**src/rtl/ccsds_pkg.sv**
```systemverilog
// Shared types and puncturing tables for the CCSDS convolutional encoder family.
// Keep masks are packed per position p as {keep_c1, keep_c2}, position 0 in the LSBs.
package ccsds_pkg;

   typedef enum logic [2:0] {
      RATE_1_2 = 3'd0,
      RATE_2_3 = 3'd1,
      RATE_3_4 = 3'd2,
      RATE_5_6 = 3'd3,
      RATE_7_8 = 3'd4
   } rate_e;

   localparam logic [6:0] CCSDS_G1 = 7'o171;
   localparam logic [6:0] CCSDS_G2 = 7'o133;

   localparam logic [13:0] KEEP_1_2 = {12'b0, 2'b11};
   localparam logic [13:0] KEEP_2_3 = {10'b0, 2'b01, 2'b11};
   localparam logic [13:0] KEEP_3_4 = {8'b0, 2'b10, 2'b01, 2'b11};
   localparam logic [13:0] KEEP_5_6 = {4'b0, 2'b10, 2'b01, 2'b10, 2'b01, 2'b11};
   localparam logic [13:0] KEEP_7_8 = {2'b10, 2'b01, 2'b10, 2'b01, 2'b01, 2'b01, 2'b11};

   // Reserved rate codes fall back to rate 1/2.
   function automatic rate_e rate_decode(input logic [2:0] code);
      return (code > 3'd4) ? RATE_1_2 : rate_e'(code);
   endfunction

   function automatic logic [2:0] punct_period(input rate_e r);
      case (r)
         RATE_2_3: return 3'd2;
         RATE_3_4: return 3'd3;
         RATE_5_6: return 3'd5;
         RATE_7_8: return 3'd7;
         default:  return 3'd1;
      endcase
   endfunction

   function automatic logic [1:0] punct_keep(input rate_e r, input logic [2:0] p);
      logic [13:0] m;
      case (r)
         RATE_2_3: m = KEEP_2_3;
         RATE_3_4: m = KEEP_3_4;
         RATE_5_6: m = KEEP_5_6;
         RATE_7_8: m = KEEP_7_8;
         default:  m = KEEP_1_2;
      endcase
      return m[{p, 1'b0} +: 2];
   endfunction

endpackage

```
**src/rtl/ccsds_conv_core.sv**
```systemverilog
// Convolutional encoder core: K-1 bit history plus two parity taps, both
// combinational on {bit, history}; the history shifts only when enabled.
module ccsds_conv_core
   import ccsds_pkg::*;
#(
   parameter int             K       = 7,
   parameter logic [K-1:0]   G1_POLY = CCSDS_G1,
   parameter logic [K-1:0]   G2_POLY = CCSDS_G2
) (
   input  logic clk_i,
   input  logic rst_ni,
   input  logic en_i,
   input  logic bit_i,
   output logic c1_o,
   output logic c2_o
);

   logic [K-2:0] sr;
   logic [K-1:0] taps;

   assign taps = {bit_i, sr};
   assign c1_o = ^(G1_POLY & taps);
   assign c2_o = ^(G2_POLY & taps);

   // sr[K-2] is the most recent past bit, matching the MSB-is-current tap order.
   always_ff @(posedge clk_i or negedge rst_ni) begin
      if (!rst_ni) begin
         sr <= '0;
      end else if (en_i) begin
         sr <= {bit_i, sr[K-2:1]};
      end
   end

endmodule

```
**src/rtl/ccsds_punctured_conv_encoder.sv**
```systemverilog
// Punctured CCSDS convolutional encoder with per-frame tail termination and
// valid/ready handshakes; one input position fills a two-symbol output buffer.
module ccsds_punctured_conv_encoder
   import ccsds_pkg::*;
#(
   parameter int           K         = 7,
   parameter logic [K-1:0] G1_POLY   = CCSDS_G1,
   parameter logic [K-1:0] G2_POLY   = CCSDS_G2,
   parameter bit           INVERT_G2 = 1'b1,
   parameter bit           TAIL_EN   = 1'b1
) (
   input  logic       clk_i,
   input  logic       rst_ni,
   input  logic [2:0] rate_i,
   input  logic       data_i,
   input  logic       valid_i,
   input  logic       last_i,
   output logic       ready_o,
   output logic       data_o,
   output logic       valid_o,
   output logic       last_o,
   input  logic       ready_i,
   output logic       busy_o
);

   typedef enum logic [1:0] {IDLE, ENCODE, FLUSH, DRAIN} state_e;

   localparam int TW = $clog2(K);

   state_e        state_q, state_d;
   rate_e         rate_q, rate_eff;
   logic [2:0]    p_q;
   logic [TW-1:0] tail_q;
   logic [1:0]    sym_buf_p1;
   logic [1:0]    sym_cnt_p1;
   logic          last_p1;

   logic          take_in, inject, step, enc_bit, tail_done, final_bit, pop;
   logic          c1, c2, c2_sym;
   logic [1:0]    keep;

   ccsds_conv_core #(.K(K), .G1_POLY(G1_POLY), .G2_POLY(G2_POLY)) u_core (
      .clk_i  (clk_i),
      .rst_ni (rst_ni),
      .en_i   (step),
      .bit_i  (enc_bit),
      .c1_o   (c1),
      .c2_o   (c2)
   );

   assign ready_o   = (sym_cnt_p1 == 2'd0) && (state_q == IDLE || state_q == ENCODE);
   assign take_in   = valid_i && ready_o;
   assign inject    = (state_q == FLUSH) && (sym_cnt_p1 == 2'd0);
   assign step      = take_in || inject;
   assign enc_bit   = inject ? 1'b0 : data_i;
   assign tail_done = (tail_q == TW'(K - 2));
   assign final_bit = inject ? tail_done : (take_in && last_i && !TAIL_EN);

   // The first bit of a frame is encoded with the rate presented on that cycle.
   assign rate_eff  = (state_q == IDLE) ? rate_decode(rate_i) : rate_q;
   assign keep      = punct_keep(rate_eff, p_q);
   assign c2_sym    = c2 ^ (INVERT_G2 && (rate_eff == RATE_1_2));

   assign valid_o   = (sym_cnt_p1 != 2'd0);
   assign data_o    = valid_o & sym_buf_p1[0];
   assign last_o    = last_p1 && (sym_cnt_p1 == 2'd1);
   assign pop       = valid_o && ready_i;
   assign busy_o    = (state_q != IDLE);

   always_comb begin
      state_d = state_q;
      case (state_q)
         IDLE, ENCODE: if (take_in) state_d = last_i ? (TAIL_EN ? FLUSH : DRAIN) : ENCODE;
         FLUSH:        if (inject && tail_done) state_d = DRAIN;
         DRAIN:        if (pop && last_o) state_d = IDLE;
         default:      state_d = IDLE;
      endcase
   end

   always_ff @(posedge clk_i or negedge rst_ni) begin
      if (!rst_ni) begin
         state_q <= IDLE;
         rate_q  <= RATE_1_2;
         p_q     <= '0;
         tail_q  <= '0;
      end else begin
         state_q <= state_d;
         if (state_q == IDLE && take_in) rate_q <= rate_eff;
         if (step) begin
            p_q <= (p_q == punct_period(rate_eff) - 3'd1) ? 3'd0 : p_q + 3'd1;
         end else if (state_d == IDLE) begin
            p_q <= '0;
         end
         if (inject) tail_q <= tail_done ? '0 : tail_q + TW'(1);
      end
   end

   // Output stage: kept symbols load in C1, C2 order and shift out from entry 0.
   always_ff @(posedge clk_i or negedge rst_ni) begin
      if (!rst_ni) begin
         sym_buf_p1 <= '0;
         sym_cnt_p1 <= '0;
         last_p1    <= 1'b0;
      end else if (step) begin
         sym_buf_p1 <= keep[1] ? {c2_sym, c1} : {1'b0, c2_sym};
         sym_cnt_p1 <= {1'b0, keep[1]} + {1'b0, keep[0]};
         last_p1    <= final_bit;
      end else if (pop) begin
         sym_buf_p1 <= {1'b0, sym_buf_p1[1]};
         sym_cnt_p1 <= sym_cnt_p1 - 2'd1;
         if (sym_cnt_p1 == 2'd1) last_p1 <= 1'b0;
      end
   end

endmodule
```
**config.mk**
```make
export PLATFORM = sky130hd
export DESIGN_NAME = ccsds_punctured_conv_encoder
export DESIGN_NICKNAME = d
export VERILOG_FILES = /design/src/rtl/ccsds_pkg.sv /design/src/rtl/ccsds_conv_core.sv /design/src/rtl/ccsds_punctured_conv_encoder.sv
export SDC_FILE = /design/constraint.sdc
export NUM_CORES = 1
export LEC_CHECK = 0
export BUFFER_PORTS_ARGS = -buffer_cell sky130_fd_sc_hd__buf_2
export CAP_MARGIN = 25
export CORE_ASPECT_RATIO = 0.9
export CORE_UTILIZATION = 47
export CTS_CLUSTER_DIAMETER = 50
export CTS_CLUSTER_SIZE = 20
export DETAILED_ROUTE_END_ITERATION = 12
export PLACE_DENSITY_LB_ADDON = 0.3
export SYNTH_ARGS = -nofsm -noshare
export SYNTH_HDL_FRONTEND = slang
export SYNTH_SLANG_ARGS = --single-unit
```
**constraint.sdc**
```tcl
create_clock -name clk_i -period 3.5 [get_ports clk_i]
set_clock_uncertainty 0.15 [all_clocks]
set_input_delay 1.05 -clock clk_i [delete_from_list [all_inputs] [get_ports clk_i]]
set_output_delay 1.05 -clock clk_i [all_outputs]
set_load 0.05 [all_outputs]
```
==> results of run 1 <==
## flip-flops by register name, summed over array words and instances (netlist names)
signal      cells
u_core.sr       6
state_q         2
p_q             3
rate_q          3
tail_q          3
last_p1         1
sym_cnt_p1      2
sym_buf_p1      2
## worst max-delay path by stage
| stage | start | endpoint | slack, ps | depth (start not counted) |
|---|---|---|---|---|
| floorplan | sym_cnt_p1[0]$_DFFE_PN0P_ | ready_o | 490 | 5 |
| global placement | rate_i[2] | sym_buf_p1[0]$_DFFE_PN0P_ | 510 | 8 |
| detailed placement | rate_i[2] | p_q[1]$_DFFE_PN0P_ | 490 | 8 |
| CTS | state_q[1]$_DFF_PN0_ | busy_o | 690 | 2 |
| global route | state_q[1]$_DFF_PN0_ | busy_o | 570 | 2 |
| finish | state_q[1]$_DFF_PN0_ | busy_o | 690 | 2 |
## placed cells by master, fill, tap and decap left out, types with 3 or more instances in the layout
master / count
xor2_1: 3
xnor2_1: 7
clkbuf_4: 3
nand3_1: 6
mux2_2: 5
nor3_1: 5
o21ai_0: 9
ha_1: 4
o21a_1: 3
nand2_1: 17
a21oi_1: 8
buf_2: 13
nor2_1: 14
inv_1: 9
and2_1: 3
dfrtp_1: 22
## where the power goes
group / leakage, nW / internal [W] / switching, W
Combinational: 0.378 / 0.000331 / 0.000433
Sequential: 0.274 / 0.000363 / 0.000127
Clock: 0.0138 / 0.0000401 / 0.0000732
Total: 0.666 / 0.000735 / 0.000633
## layout make-up
| type | instances | area share [%] |
|---|---|---|
| multi-input combinational | 114 | 51.1 |
| sequential | 22 | 36.9 |
| timing repair buffer | 14 | 4.87 |
| tap | 40 | 3.36 |
| inverter | 9 | 2.27 |
| clock buffer | 3 | 1.51 |
## layer usage
metal / track usage [%] / vias up / share of wire, %
li1: - / 561 / -
met1: 24.9 / 526 / 45
met2: 32.4 / 43 / 48
met3: 5.38 / 2 / 6.8
met4: 3.17 / 0 / 0.37
met5: 0 / - / 0
## metrics by stage
stage | setup WS, ps | cell area (um2) | cells
global placement | 511 | 1470 | 199
detailed placement | 486 | 1470 | 199
CTS | 690 | 1490 | 202
global route | 567 | 1490 | 202
finish | 686 | 1490 | 202
floorplan | 493 | 1380 | 151
## logic make-up (layout without fill, tap and decap cells)
kind of cell / count (synthesis) / after routing / share of synthesized area, %
AO/OA/AOI/OAI: 38 / 38 / 18.5
XOR/XNOR: 10 / 10 / 6.33
adder cells (fa/ha/maj): 4 / 4 / 3.62
buffers and inverters: 15 / 26 / 5.15
flip-flops: 22 / 22 / 39.8
multiplexers: 7 / 7 / 6.42
AND/OR/NAND/NOR: 55 / 55 / 20.2
==> summary.md, run 1 <==
| Metric | Value |
|---|---|
| Highest attainable clock frequency | `355 MHz` |
| Top cell type's share of synthesized area | `39.8%` |
| Cell depth of the worst flop-to-flop path | `8` |
| Required time reported for the critical path endpoint | `2300 ps` |
| Crit Path Class | `reg2out` |
| Category of the worst setup path launch point | `flop` |
| Max-cap violations | `0` |
| Worst endpoint data arrival time | `1610 ps` |
| Post-route DRC | `0` |
| Type of element capturing the critical path | `output port` |
| Largest driver fanout on the critical path | `17` |
| Post-Syn Instances | `151` |
| Final hold vios | `0` |
| Number of antenna violations at the first check in global routing | `0` |
| Unrepaired setup endpoints after global routing | `false` |
| Critical R2R Launch | `state_q[1]$_DFF_PN0_` |
| Startpoint of the lowest-slack hold path | `tail_q[0]$_DFFE_PN0P_` |
| Fraction of layout cells with a size suffix above 1 | `17.3%` |
| Horizontal die dimension | `59.2 um` |
| Count of yosys warnings during synthesis | `0` |
| Clock Tree Root | `clkbuf_4` |
| Largest delay share family, worst path | `flip-flops` |
| DP Wirelength | `2080 um` |
| Sequential area share after synthesis | `39.8%` |
| H-tree depth reported by CTS | `1` |
| Clock sink total | `22` |
| Critical-path top delay cell | `dfrtp_1` |
| Area growth, synth to finish | `7.78%` |
| Design Power | `0.00137 W` |
| Number of vias after detailed routing | `1132` |
| Wire length of the first global-routing pass | `4530 um` |
| Buffering stage count on the worst path with inverters included | `1` |
| Time the final worst path needs with I/O delays and setup | `2810 ps` |
| Number of gates given a new drive strength after cts | `0` |
| Maximum clock path buffer count | `2` |
| Area of the multi-input gates | `762 um2` |
| Top-level port count | `14` |
| Total Die Area | `3170 um2` |
| Number of nets produced by synthesis | `164` |
| Final-layout setup total negative slack | `0 ps` |
| Leftover overflow at the end of global routing | `0` |
| Synth Register Bits | `22` |
| Pin count of the biggest net entering global routing | `23` |
| Top cell types by occurrence after synthesis | `dfrtp_1, nand2_1, nor2_1` |
| Fill count | `269` |
| Initial core utilization | `50.0%` |
| Main area contributors after synthesis | `dfrtp_1, nand2_1, xnor2_1` |
| Min-Delay Endpoint | `tail_q[0]$_DFFE_PN0P_` |
| Global Route Usage Sum | `19.3%` |
| Total core area | `2770 um2` |
| Clock-pin slew on the worst setup and hold paths | `130 ps` |
| Length of the first detailed-routing pass in iterations | `4` |
| Final routed wire length divided by cell count | `13.3 um` |
| Pwr/cell area | `917 nW/um2` |
| Post-route fraction of the period consumed by the critical path | `80.4%` |
| Clock network latency to the later pin of the worst-skew pair | `310 ps` |
| Pin slew with the least headroom to its limit | `547 ps` |
| Fraction of synthesis flops using an asynchronous set or reset pin | `100%` |
| Count of buffers added by post-CTS timing repair for setup | `0` |
| Violation count after the first detailed-route iteration | `71` |
| Worst setup slack for register-to-register paths | `950 ps` |
| Hold WC Path Type | `reg2reg` |
| Number of nets in the final layout | `177` |
| Most used standard cell by instance count after synthesis | `dfrtp_1` |
| Antenna Diode Count | `0` |
| Total length of routed wires | `2690 um` |
| Count of standard-cell rows | `18` |
| Number of buffers inserted during clock tree synthesis | `3` |
| Hold Buf Count CTS | `0` |
| Max stage delay on crit path | `670 ps` |
| Number of distinct library cell variants in the gate-level netlist after synthesis | `42` |
| Via count of the first global-routing pass | `1044` |
| Leakage dissipation | `0.666 nW` |
| Reg-to-reg critical path endpoint | `sym_cnt_p1[0]$_DFFE_PN0P_` |
| Synth Cell Area | `1380 um2` |
| Post-route antenna net violation count | `0` |
| WHS Path Cells | `1` |
| Max-slew violations | `0` |
| Maximum resistive drop on vdd | `0.527 mV` |
| Core occupancy in the finished layout | `53.8%` |
| Top_reg_cell synth | `dfrtp_1` |
| Number of buffer cells added on primary ports | `13` |
| Area taken by flip-flops and latches | `551 um2` |
| Syn Area/Cell | `9.16 um2` |
| Number of enable flip-flop cells after synthesis | `0` |
| Run status | `finished, final reports clean` |
| Chain of cells forming the critical path | `or2_1 -> buf_2` |
| TritonCTS clock tree | `built` |
| Count of endpoints failing setup in the final report | `0` |
| Final GP Congestion | `0.852` |
| Hold WS | `362 ps` |
| Worst slew margin | `63.4%` |
| Vias per inst | `5.60` |
| Biggest area consumer among synthesized cells | `dfrtp_1` |
| Die height | `53.5 um` |
No activity file was read; power rests on OpenSTA's default activity.
==> run 2: changes to the inputs <==
--- a/config.mk
+++ b/config.mk
@@ -5,6 +5,7 @@
 export SDC_FILE = /design/constraint.sdc
 export NUM_CORES = 1
 export LEC_CHECK = 0
+export ABC_AREA = 1
 export BUFFER_PORTS_ARGS = -buffer_cell sky130_fd_sc_hd__buf_2
 export CAP_MARGIN = 25
 export CORE_ASPECT_RATIO = 0.9
==> constraint.sdc (replaced) <==
create_clock -name clk_i -period 2.3 [get_ports clk_i]
set_clock_uncertainty 0.15 [all_clocks]
set_input_delay 0.69 -clock clk_i [delete_from_list [all_inputs] [get_ports clk_i]]
set_output_delay 0.69 -clock clk_i [all_outputs]
set_load 0.05 [all_outputs]
==> run 2 against run 1 <==
Compared with the run above: first-iteration DRC count is 66% higher; critical path depth is 2 higher; non-clock buffer count is 9 higher; die area is 4.7% higher; power is 56% higher; sequential share of layout area is 4.5 points lower; final cell count is 43% higher; largest cell class unchanged; largest power group unchanged.
==> summary.md, run 2 <==
| Metric | Value |
|---|---|
| Count of endpoints failing setup in the final report | `0` |
| Most flop-heavy register | `u_core.sr` |
| Die height | `54.7 um` |
| Number of nets in the final layout | `262` |
| Top-level port count | `14` |
| Maximum resistive drop on vdd | `0.593 mV` |
| Final GP Congestion | `0.871` |
| Clock Tree Root | `clkbuf_4` |
| Final critical-path setup slack | `111 ps` |
| Number of vias after detailed routing | `1395` |
| Share of the synthesized netlist area taken by xor and xnor gates | `2.41%` |
| Simple-gate share of the synthesized area | `39.5%` |
| Total core area | `2840 um2` |
| Compound-gate portion of the synthesized area | `6.98%` |
| Horizontal die dimension | `60.6 um` |
| Multiplexer share of the synthesized area | `0%` |
| Number of enable flip-flop cells after synthesis | `0` |
| Fraction of synthesis flops using an asynchronous set or reset pin | `100%` |
| Clock network latency to the later pin of the worst-skew pair | `300 ps` |
| Total Die Area | `3310 um2` |
| Top cell types by occurrence after synthesis | `nand2_1, inv_1, nand3_1` |
| Count of buffers added by post-CTS timing repair for setup | `0` |
| Highest-count cells in the layout ignoring fill and taps | `nand2_1, inv_1, nand3_1, dfrtp_1, nor2_1` |
| Sequential area share after synthesis | `37.9%` |
| Wire length of the first global-routing pass | `4910 um` |
| Count of yosys warnings during synthesis | `0` |
| Total length of routed wires | `2980 um` |
| Post-Syn Instances | `224` |
| Worst slack after detailed placement | `-100 ps` |
| Most used standard cell by instance count after synthesis | `nand2_1` |
| Final hold vios | `0` |
| Cell depth of the worst flop-to-flop path | `13` |
| Number of buffers inserted during clock tree synthesis | `3` |
| Critical R2R Launch | `state_q[1]$_DFF_PN0_` |
| Most common cell after layout, fill and taps aside | `nand2_1` |
| Critical path origin | `sym_cnt_p1[0]$_DFFE_PN0P_` |
| Crit Path Class | `reg2out` |
| Sequential group share of total power | `31.9%` |
| Largest driver fanout on the critical path | `4` |
| Synth Cell Area | `1450 um2` |
| Synth Register Bits | `22` |
| Pwr/cell area | `1250 nW/um2` |
| Run status | `finished, final reports clean` |
| Final-layout setup total negative slack | `0 ps` |
| Post-route non-filler standard cell count | `288` |
| Design Power | `0.00213 W` |
| Leftover overflow at the end of global routing | `0` |
| Part of the total power dissipated in combinational logic | `58.3%` |
| Hold Buf Count CTS | `0` |
| Area growth, synth to finish | `17.3%` |
| Initial core utilization | `51.1%` |
| Count of standard-cell rows | `18` |
| Maximum clock path buffer count | `2` |
| TritonCTS clock tree | `built` |
| Syn Area/Cell | `6.48 um2` |
| Violation count after the first detailed-route iteration | `118` |
| Length of the first detailed-routing pass in iterations | `4` |
| Placed instance count | `284` |
| Adder-Cell Fraction of Synth Area | `3.45%` |
| Antenna Diode Count | `0` |
| Worst slew margin | `68.3%` |
| Via count of the first global-routing pass | `1148` |
| Reg-to-reg critical path endpoint | `sym_cnt_p1[0]$_DFFE_PN0P_` |
| Top_reg_cell synth | `dfrtp_1` |
| Number of antenna violations at the first check in global routing | `0` |
| Number of distinct library cell variants in the gate-level netlist after synthesis | `20` |
| Max-cap violations | `0` |
| Fraction of power spent switching nets | `47.6%` |
| Main area contributors after synthesis | `dfrtp_1, nand2_1, nand3_1` |
| Highest attainable clock frequency | `457 MHz` |
| End point of the critical path | `valid_o` |
| Switching power of the nets | `0.00101 W` |
| Main combinational cell family by area after synthesis | `simple AND/OR/NAND/NOR gates` |
| Part of the power in the clock network | `9.8%` |
| Worst endpoint data arrival time | `1350 ps` |
| Leakage dissipation | `0.937 nW` |
| Flip-flop count of the largest register, all copies and words added | `6` |
| Fraction of layout cells with a size suffix above 1 | `16.5%` |
| Clock-pin slew on the worst setup and hold paths | `120 ps` |
| Post-route DRC | `0` |
| Clock sink total | `22` |
| DP Wirelength | `2310 um` |
| Top cell type's share of synthesized area | `37.9%` |
| H-tree depth reported by CTS | `1` |
| Number of buffer cells added on primary ports | `13` |
| Max-slew violations | `0` |
| Post-route fraction of the period consumed by the critical path | `95.2%` |
| Worst setup slack for register-to-register paths | `170 ps` |
| Category of the worst setup path launch point | `flop` |
| Internal power | `0.00112 W` |
| Type of element capturing the critical path | `output port` |
| Biggest area consumer among synthesized cells | `dfrtp_1` |
| Post-route antenna net violation count | `0` |
| Pin count of the biggest net entering global routing | `23` |
| Time the final worst path needs with I/O delays and setup | `2190 ps` |
| Vias per inst | `4.84` |
| Hold WC Path Type | `in2async` |
| Number of nets produced by synthesis | `237` |
| Pin slew with the least headroom to its limit | `476 ps` |
| Final routed wire length divided by cell count | `10.4 um` |
| Required time reported for the critical path endpoint | `1460 ps` |
| Global Route Usage Sum | `20.3%` |
-- run 2: cell types whose count changed in the layout (fill, tap and decap cells not counted), moves of 5 or more --
cell / before / now
inv_1: 9 / 31
nand2_1: 17 / 85
mux2_2: 5 / 0
buf_4: 1 / 10
xnor2_1: 7 / 2
nor2_1: 14 / 19
nand3_1: 6 / 24
-- run 2: layout make-up --
type,count,area (um2)
multi-input cells,165,785
inverters,34,128
fillers,259,1130
flip-flops and latches,22,552
clock buffers,4,36.3
well taps,40,50.0
repair buffers,23,153
-- run 2: routing by layer --
| metal | wire [um] | part of all wire (%) | GRT usage, % |
|---|---|---|---|
| met1 | 1510 | 51 | 27.6 |
| met4 | 19 | 0.64 | 5.68 |
| met3 | 110 | 3.7 | 4.26 |
| met2 | 1340 | 45 | 33.0 |
| met5 | 0 | 0 | 0 |
-- run 2: power by group through the flow --
stage	logic [W]	registers (W)	clock network, W
detailed placement	0.00121	0.000682	0
floorplan	0.000922	0.000643	0
global placement	0.00117	0.000677	0
global route	0.00143	0.000708	0.000236
finish	0.00124	0.000680	0.000209
CTS	0.00122	0.000673	0.000224
-- run 2: how the worst min path moves through the flow --
stage / from / to / slack (ps) / depth (start not counted)
after detailed placement: tail_q[0]$_DFFE_PN0P_ / tail_q[0]$_DFFE_PN0P_ / 320 / 1
after global placement: tail_q[0]$_DFFE_PN0P_ / tail_q[0]$_DFFE_PN0P_ / 320 / 1
after global routing: rst_ni / last_p1$_DFFE_PN0P_ / 190 / 1
after floorplan: rst_ni / last_p1$_DFFE_PN0P_ / 240 / 0
after CTS: rst_ni / last_p1$_DFFE_PN0P_ / 180 / 1
final: rst_ni / tail_q[1]$_DFFE_PN0P_ / 170 / 1
-- run 2: cell families (layout without fill, tap and decap cells) --
logic type / Yosys count / count (layout)
fa+ha+maj: 4 / 4
xor+xnor: 4 / 4
flops: 22 / 22
simple gates: 138 / 138
compound gates: 19 / 19
buf+inv: 37 / 61
-- run 2: through the flow --
stage                     cell area, um2  utilization [%]  hold WS (ps)
after detailed placement            1640             57.6           319
after floorplan                     1460                -           244
after global placement              1640             57.6           317
after CTS                           1670             59.0           178
final                               1700             60.0           170
after global routing                1700             60.0           194
-- run 2: timing repair --
item	4_1_cts	5_1_grt
endpoints found under the setup margin	1	4
pin swaps	0	1
resized for setup	1	9
hold endpoints to repair	0	0
-- run 2: critical path: stages (launching register included) --
cell and delay [ps]:
dfrtp_1 410, inv_2 70, ha_4 170, inv_1 120, buf_2 280
